`config.mk`:
```
export PLATFORM = sky130hd
export DESIGN_NAME = mem_store_merge
export DESIGN_NICKNAME = d
export VERILOG_FILES = /design/src/rtl/mem_store_merge.sv
export SDC_FILE = /design/constraint.sdc
export NUM_CORES = 1
export LEC_CHECK = 0
export CAP_MARGIN = 15
export CORE_UTILIZATION = 45
export CTS_BUF_LIST = sky130_fd_sc_hd__clkbuf_4 sky130_fd_sc_hd__clkbuf_8 sky130_fd_sc_hd__clkbuf_16
export DETAILED_ROUTE_END_ITERATION = 6
export PLACE_DENSITY = 0.93
export SLEW_MARGIN = 20
export SYNTH_ARGS = -nofsm -noshare
export SYNTH_HDL_FRONTEND = slang
export SYNTH_SLANG_ARGS = --single-unit
```
`constraint.sdc`:
```
create_clock -name clk -period 2 [get_ports clk]
set_input_delay 0.4 -clock clk [delete_from_list [all_inputs] [get_ports clk]]
set_output_delay 0.4 -clock clk [all_outputs]
set_load 0.03 [all_outputs]
```
`src/rtl/mem_store_merge.sv`:
```
// mem_store_merge: store unit for a word-only memory. SW writes the word
// directly; SH/SB perform read-modify-write (READ -> MERGE -> WRITE).
// Optional feature: define ALIGN_CHECK_EN to reject misaligned SW/SH with a
// one-cycle err pulse instead of a memory access. Without it, err is always 0.
module mem_store_merge (
  input  logic        clk,
  input  logic        rst_n,
  input  logic        req,
  input  logic [1:0]  op,
  input  logic [31:0] addr,
  input  logic [31:0] wdata,
  output logic        busy,
  output logic        done,
  output logic        err,
  output logic [31:0] mem_addr,
  output logic        mem_rd,
  input  logic [31:0] mem_rdata,
  output logic        mem_wr,
  output logic [31:0] mem_wdata
);

  localparam logic [1:0] OP_SW = 2'b00;
  localparam logic [1:0] OP_SH = 2'b01;
  localparam logic [1:0] OP_SB = 2'b10;

  typedef enum logic [1:0] {IDLE, READ, MERGE, WRITE} state_e;

  state_e      state_q;
  logic        busy_q;
  logic        done_q;
  logic        err_q;
  logic        mem_rd_q;
  logic        mem_wr_q;
  logic [31:0] mem_addr_q;
  logic [31:0] mem_wdata_q;
  // Only the parts of the request needed by the merge are kept.
  logic        half_q;
  logic [1:0]  lane_q;
  logic [15:0] wlo_q;

  logic        misalign;
  logic [31:0] merged;

  // Alignment screen applied to the incoming request
  always_comb begin
    misalign = 1'b0;
`ifdef ALIGN_CHECK_EN
    misalign = ((op == OP_SW) && (addr[1:0] != 2'b00)) ||
               ((op == OP_SH) && addr[0]);
`endif
  end

  // Insert the captured halfword/byte into the word returned by memory
  always_comb begin
    merged = mem_rdata;
    if (half_q) begin
      if (lane_q[1]) merged[31:16] = wlo_q;
      else           merged[15:0]  = wlo_q;
    end else begin
      case (lane_q)
        2'd0:    merged[7:0]   = wlo_q[7:0];
        2'd1:    merged[15:8]  = wlo_q[7:0];
        2'd2:    merged[23:16] = wlo_q[7:0];
        default: merged[31:24] = wlo_q[7:0];
      endcase
    end
  end

  // Store sequencer with registered outputs; strobes default low each cycle.
  // NOP and misaligned requests pass through WRITE without a memory strobe so
  // that every accepted request spends exactly one busy completion cycle.
  always_ff @(posedge clk or negedge rst_n) begin
    if (!rst_n) begin
      state_q     <= IDLE;
      busy_q      <= 1'b0;
      done_q      <= 1'b0;
      err_q       <= 1'b0;
      mem_rd_q    <= 1'b0;
      mem_wr_q    <= 1'b0;
      mem_addr_q  <= '0;
      mem_wdata_q <= '0;
      half_q      <= 1'b0;
      lane_q      <= '0;
      wlo_q       <= '0;
    end else begin
      done_q   <= 1'b0;
      err_q    <= 1'b0;
      mem_rd_q <= 1'b0;
      mem_wr_q <= 1'b0;
      case (state_q)
        IDLE: begin
          if (req) begin
            half_q  <= (op == OP_SH);
            lane_q  <= addr[1:0];
            wlo_q   <= wdata[15:0];
            busy_q  <= 1'b1;
            state_q <= WRITE;
            if (misalign) begin
              err_q <= 1'b1;
            end else begin
              case (op)
                OP_SW: begin
                  mem_addr_q  <= {addr[31:2], 2'b00};
                  mem_wdata_q <= wdata;
                  mem_wr_q    <= 1'b1;
                  done_q      <= 1'b1;
                end
                OP_SH, OP_SB: begin
                  mem_addr_q <= {addr[31:2], 2'b00};
                  mem_rd_q   <= 1'b1;
                  state_q    <= READ;
                end
                default: begin
                  done_q <= 1'b1;
                end
              endcase
            end
          end
        end
        READ: begin
          state_q <= MERGE;
        end
        MERGE: begin
          mem_wdata_q <= merged;
          mem_wr_q    <= 1'b1;
          done_q      <= 1'b1;
          state_q     <= WRITE;
        end
        default: begin
          busy_q  <= 1'b0;
          state_q <= IDLE;
        end
      endcase
    end
  end

  assign busy      = busy_q;
  assign done      = done_q;
  assign err       = err_q;
  assign mem_rd    = mem_rd_q;
  assign mem_wr    = mem_wr_q;
  assign mem_addr  = mem_addr_q;
  assign mem_wdata = mem_wdata_q;

endmodule

```
==> run summary <==
The logs give 838 um for the detailed-routed wire length on met3 and 0 for the count of hold-fix buffers inserted at cts. The ratio of cells with drive above 1 in the final layout was 17.2%; the area added between synthesis and finish was 44.2%. The routed length on met2 is 6.48 mm.

The number of distinct standard cells referenced by the synthesized netlist was 32; the CTS sink count was 87. The share of synthesized area in the top cell type comes to 48.3%. The number of antenna violations at the first check in global routing is 0, and the warning count from the yosys run is 0.

The via count normalized by instance count is 5.39, and the initial DRC count is 138. For this run the aggregate overflow at the end of global routing stands at 0. In this run the post-CTS setup repair buffer count came out at 0. Across every metal layer, demand over resource in global routing totals 24.2%. The later-pin clock latency in the skew report was 0.36 ns; the placer's final routability congestion estimate was 0.860. The layout has 729 filler cells. The detailed-routing iteration count for the pre-antenna-repair pass was 4. Max-cap violations in this run came to 0. For the worst setup path, the data arrival time is 2.12 ns.

Worst hold slack across all endpoints: 0.0183 ns. Clock period minus worst slack: 1.87 ns. Counting tap cells, the placed design contains a total of 687 instances. Measured along the y axis, the die boundary spans 102 um. The tools report the endpoint of the most critical register-to-register path as mem_addr[11].

Summing internal, switching and leakage power gives 0.0112 W. After floorplanning, the core was sized to cover 9730 um2. OpenSTA, run right after detailed placement, puts the worst setup slack at -0.134 ns.

The maximum fanout along the worst path works out to 30. The logs give 0 for the final number of setup-violating endpoints and 0 for the total count of max-transition violations in the final report. For the pin with the worst max-slew slack, the measured transition is 0.601 ns. Counting flops and latches in the post-synthesis netlist gives 87. The kind of start point of the critical path was a flop. In this run the top signal layer used is met4. Setup repair after global routing left no endpoint under its margin. Tracing the worst setup path back leads to its startpoint at state_q[1]. The static leakage power was 2.87 nW.

After clock tree synthesis, the clock-pin slew on the worst setup and hold paths is 0.10 ns. For the overall die area, the log shows 10,400 um2. The end point of the critical path is mem_addr[11]. Across all layers, the routed design uses 3,790 vias. The worst min-delay path category was primary input to asynchronous set/reset pin. The worst setup path is captured at a flop. The mean cell area of the mapped netlist works out to 11.1 um2. The kind of critical path was flop to flop. Overall die width: 102 um.

The logs give 12.5 mm for the sum of routed wire length over all layers and 36 for the count of standard-cell rows. The path depth of the worst reg2reg path is 5. Summed over all instances, the cell type with the most area after synthesis is sky130_fd_sc_hd__dfrtp_1. For the number of buffers created by CTS, the log shows 9. The count of boundary I/O pins is 170. After detailed routing, the wire length on met1 is 5.00 mm. The startpoint of the lowest-slack register-to-register path was state_q[1]. The number of gates resized after CTS is 0, and the final routed wire length divided by cell count is 17.8 um. The final cell count without fillers is 703. The final-stage net count was 673; the worst-case clock skew was 0.0138 ns. Count of buffers from port buffering: 166.

The maximum clock insertion buffer count was 2; the synthesized netlist cell count was 406. Once detail routing completed, the nets flagged for antenna violations numbered 0. The run gives 0.13 ns as the worst reg-to-reg setup slack. Register area: 2180 um2.

In the final layout, the multi-input gates occupy 2090 um2. Ranked by total cell area, the synthesized netlist is headed by sky130_fd_sc_hd__dfrtp_1 (48%), sky130_fd_sc_hd__mux2_4 (10%), sky130_fd_sc_hd__mux2_2 (8.2%), sky130_fd_sc_hd__a21oi_1 (5.4%), sky130_fd_sc_hd__o21ai_0 (4.7%). The repair_antennas step left the layout with diodes totalling 0. The highest ir drop seen on vdd is 0.856 mV, and the number of failing hold endpoints at the final stage is 0. In this run the tightest slew margin relative to its limit is 59.9%. The ratio of final minimum period to clock period works out to 93.7%. Setup slack closes at 0.126 ns.

The first global-routing pass estimated 19.1 mm of wire. TritonCTS built the clock tree. The power density over the cells works out to 1730 nW/um2. The initial utilization of the core area, before any placement, comes to 46.3%. The via count of the first global-routing pass is 3,798. For the share of the yosys chip area belonging to registers, the log shows 48.3%. For the worst setup path, the data required time is 2.24 ns. Entering global routing, the biggest net connects 48 pins. The tools report the remaining design rule violation count as 0.

For this run, the top clock speed supported by timing is 533 MHz. The HPWL after detailed placement is 9.18 mm. The tree is rooted in a sky130_fd_sc_hd__clkbuf_8. The flow ran to the end, and the final reports show no timing, DRC or antenna violations.

The mapped netlist covers 4510 um2. The H-tree was split into 3 levels.
[worst min path at each step]
stage / end / slack [ns]
floorplan: busy / 0.10
global placement: mem_wdata[0] / 0.41
detailed placement: mem_wdata[0] / 0.42
CTS: mem_wdata[0] / 0.03
global route: mem_wdata[0] / 0.05
finish: mem_wdata[0] / 0.02
[through the flow]
| step | setup TNS [ns] | utilization, % | cell area [um2] |
|---|---|---|---|
| floorplan | 0 | - | 4520 |
| global placement | -0.475 | 64.7 | 6290 |
| detailed placement | -3.97 | 64.7 | 6290 |
| CTS | 0 | 66.8 | 6500 |
| global route | 0 | 66.8 | 6500 |
| finish | 0 | 66.8 | 6500 |
[critical path: stages, from the launching register on]
cell,delay [ns]
sky130_fd_sc_hd__dfrtp_1,0.41
sky130_fd_sc_hd__inv_1,0.08
sky130_fd_sc_hd__ha_1,0.24
sky130_fd_sc_hd__nand2_1,0.14
sky130_fd_sc_hd__or2_4,0.53
sky130_fd_sc_hd__mux2_4,0.35
[flip-flops by register name (all words and copies together) (netlist names)]
name       flops
lane_q         2
half_q         1
mem_wdata     32
wlo_q         16
done           1
state_q        2
mem_wr         1
mem_addr      30
busy           1
mem_rd         1
[area by class of cell]
cell class | instances | area share [%]
Sequential cell | 87 | 33.5
Multi-Input combinational cell | 275 | 32.1
Timing Repair Buffer | 178 | 27.9
Tap cell | 133 | 2.56
Clock buffer | 9 | 1.91
Clock inverter | 7 | 1.27
Inverter | 14 | 0.808
[power by group]
part,total [W],internal (W),switching [W]
combinational,0.00663,0.00307,0.00356
sequential,0.00334,0.00266,0.000682
clock,0.00128,0.000593,0.000684
[cells in the final DEF, fill, tap and decap left out, types with 2 or more instances in the layout]
master | netlist | routed
sky130_fd_sc_hd__a211oi_1 | 8 | 8
sky130_fd_sc_hd__a21oi_1 | 49 | 49
sky130_fd_sc_hd__and3_1 | 8 | 8
sky130_fd_sc_hd__buf_12 | 0 | 5
sky130_fd_sc_hd__buf_4 | 6 | 8
sky130_fd_sc_hd__clkbuf_8 | 0 | 9
sky130_fd_sc_hd__clkdlybuf4s50_1 | 0 | 165
sky130_fd_sc_hd__clkinv_2 | 0 | 2
sky130_fd_sc_hd__clkinv_4 | 0 | 2
sky130_fd_sc_hd__conb_1 | 1 | 3
sky130_fd_sc_hd__dfrtp_1 | 87 | 87
sky130_fd_sc_hd__ha_1 | 7 | 7
sky130_fd_sc_hd__inv_1 | 13 | 13
sky130_fd_sc_hd__mux2_1 | 3 | 3
sky130_fd_sc_hd__mux2_2 | 33 | 33
sky130_fd_sc_hd__mux2_4 | 30 | 30
sky130_fd_sc_hd__mux2i_1 | 16 | 16
sky130_fd_sc_hd__nand2_1 | 22 | 22
sky130_fd_sc_hd__nor2_1 | 19 | 19
sky130_fd_sc_hd__o21ai_0 | 42 | 42
sky130_fd_sc_hd__o21ai_1 | 16 | 16
sky130_fd_sc_hd__o311a_1 | 8 | 8
sky130_fd_sc_hd__o31ai_1 | 2 | 2
[cells in the mapped netlist (all sizes together)]
cell type and n:
nor2 19, ha 7, nand2 23, dfrtp 87, buf 24, o31ai 2
conb 1, or2 1, nor2b 2, o311a 8, mux2 66, inv 14
o21ai 59, nand3 1, and3 8, mux2i 16, o21a 1, nand2b 2
clkbuf 8, a211oi 8, a21oi 49
[kinds of logic after synthesis]
group                      Yosys count  share of synthesized area [%]
AOI/OAI and AO/OA                  127                           15.7
muxes                               82                           22.5
other                                1                         0.0832
and+or+nand+nor                     56                           5.86
adders and majority gates            7                           1.94
buffers and inverters               46                           5.61
DFF                                 87                           48.3
[metal layers]
| layer | track usage, % | vias to the layer above |
|---|---|---|
| met1 | 30.8 | 1883 |
| met2 | 42.2 | 139 |
| met4 | 7.80 | 0 |
| met3 | 3.49 | 18 |
| li1 | - | 1750 |
| met5 | 0 | - |
(Power assumes the default switching activity.)
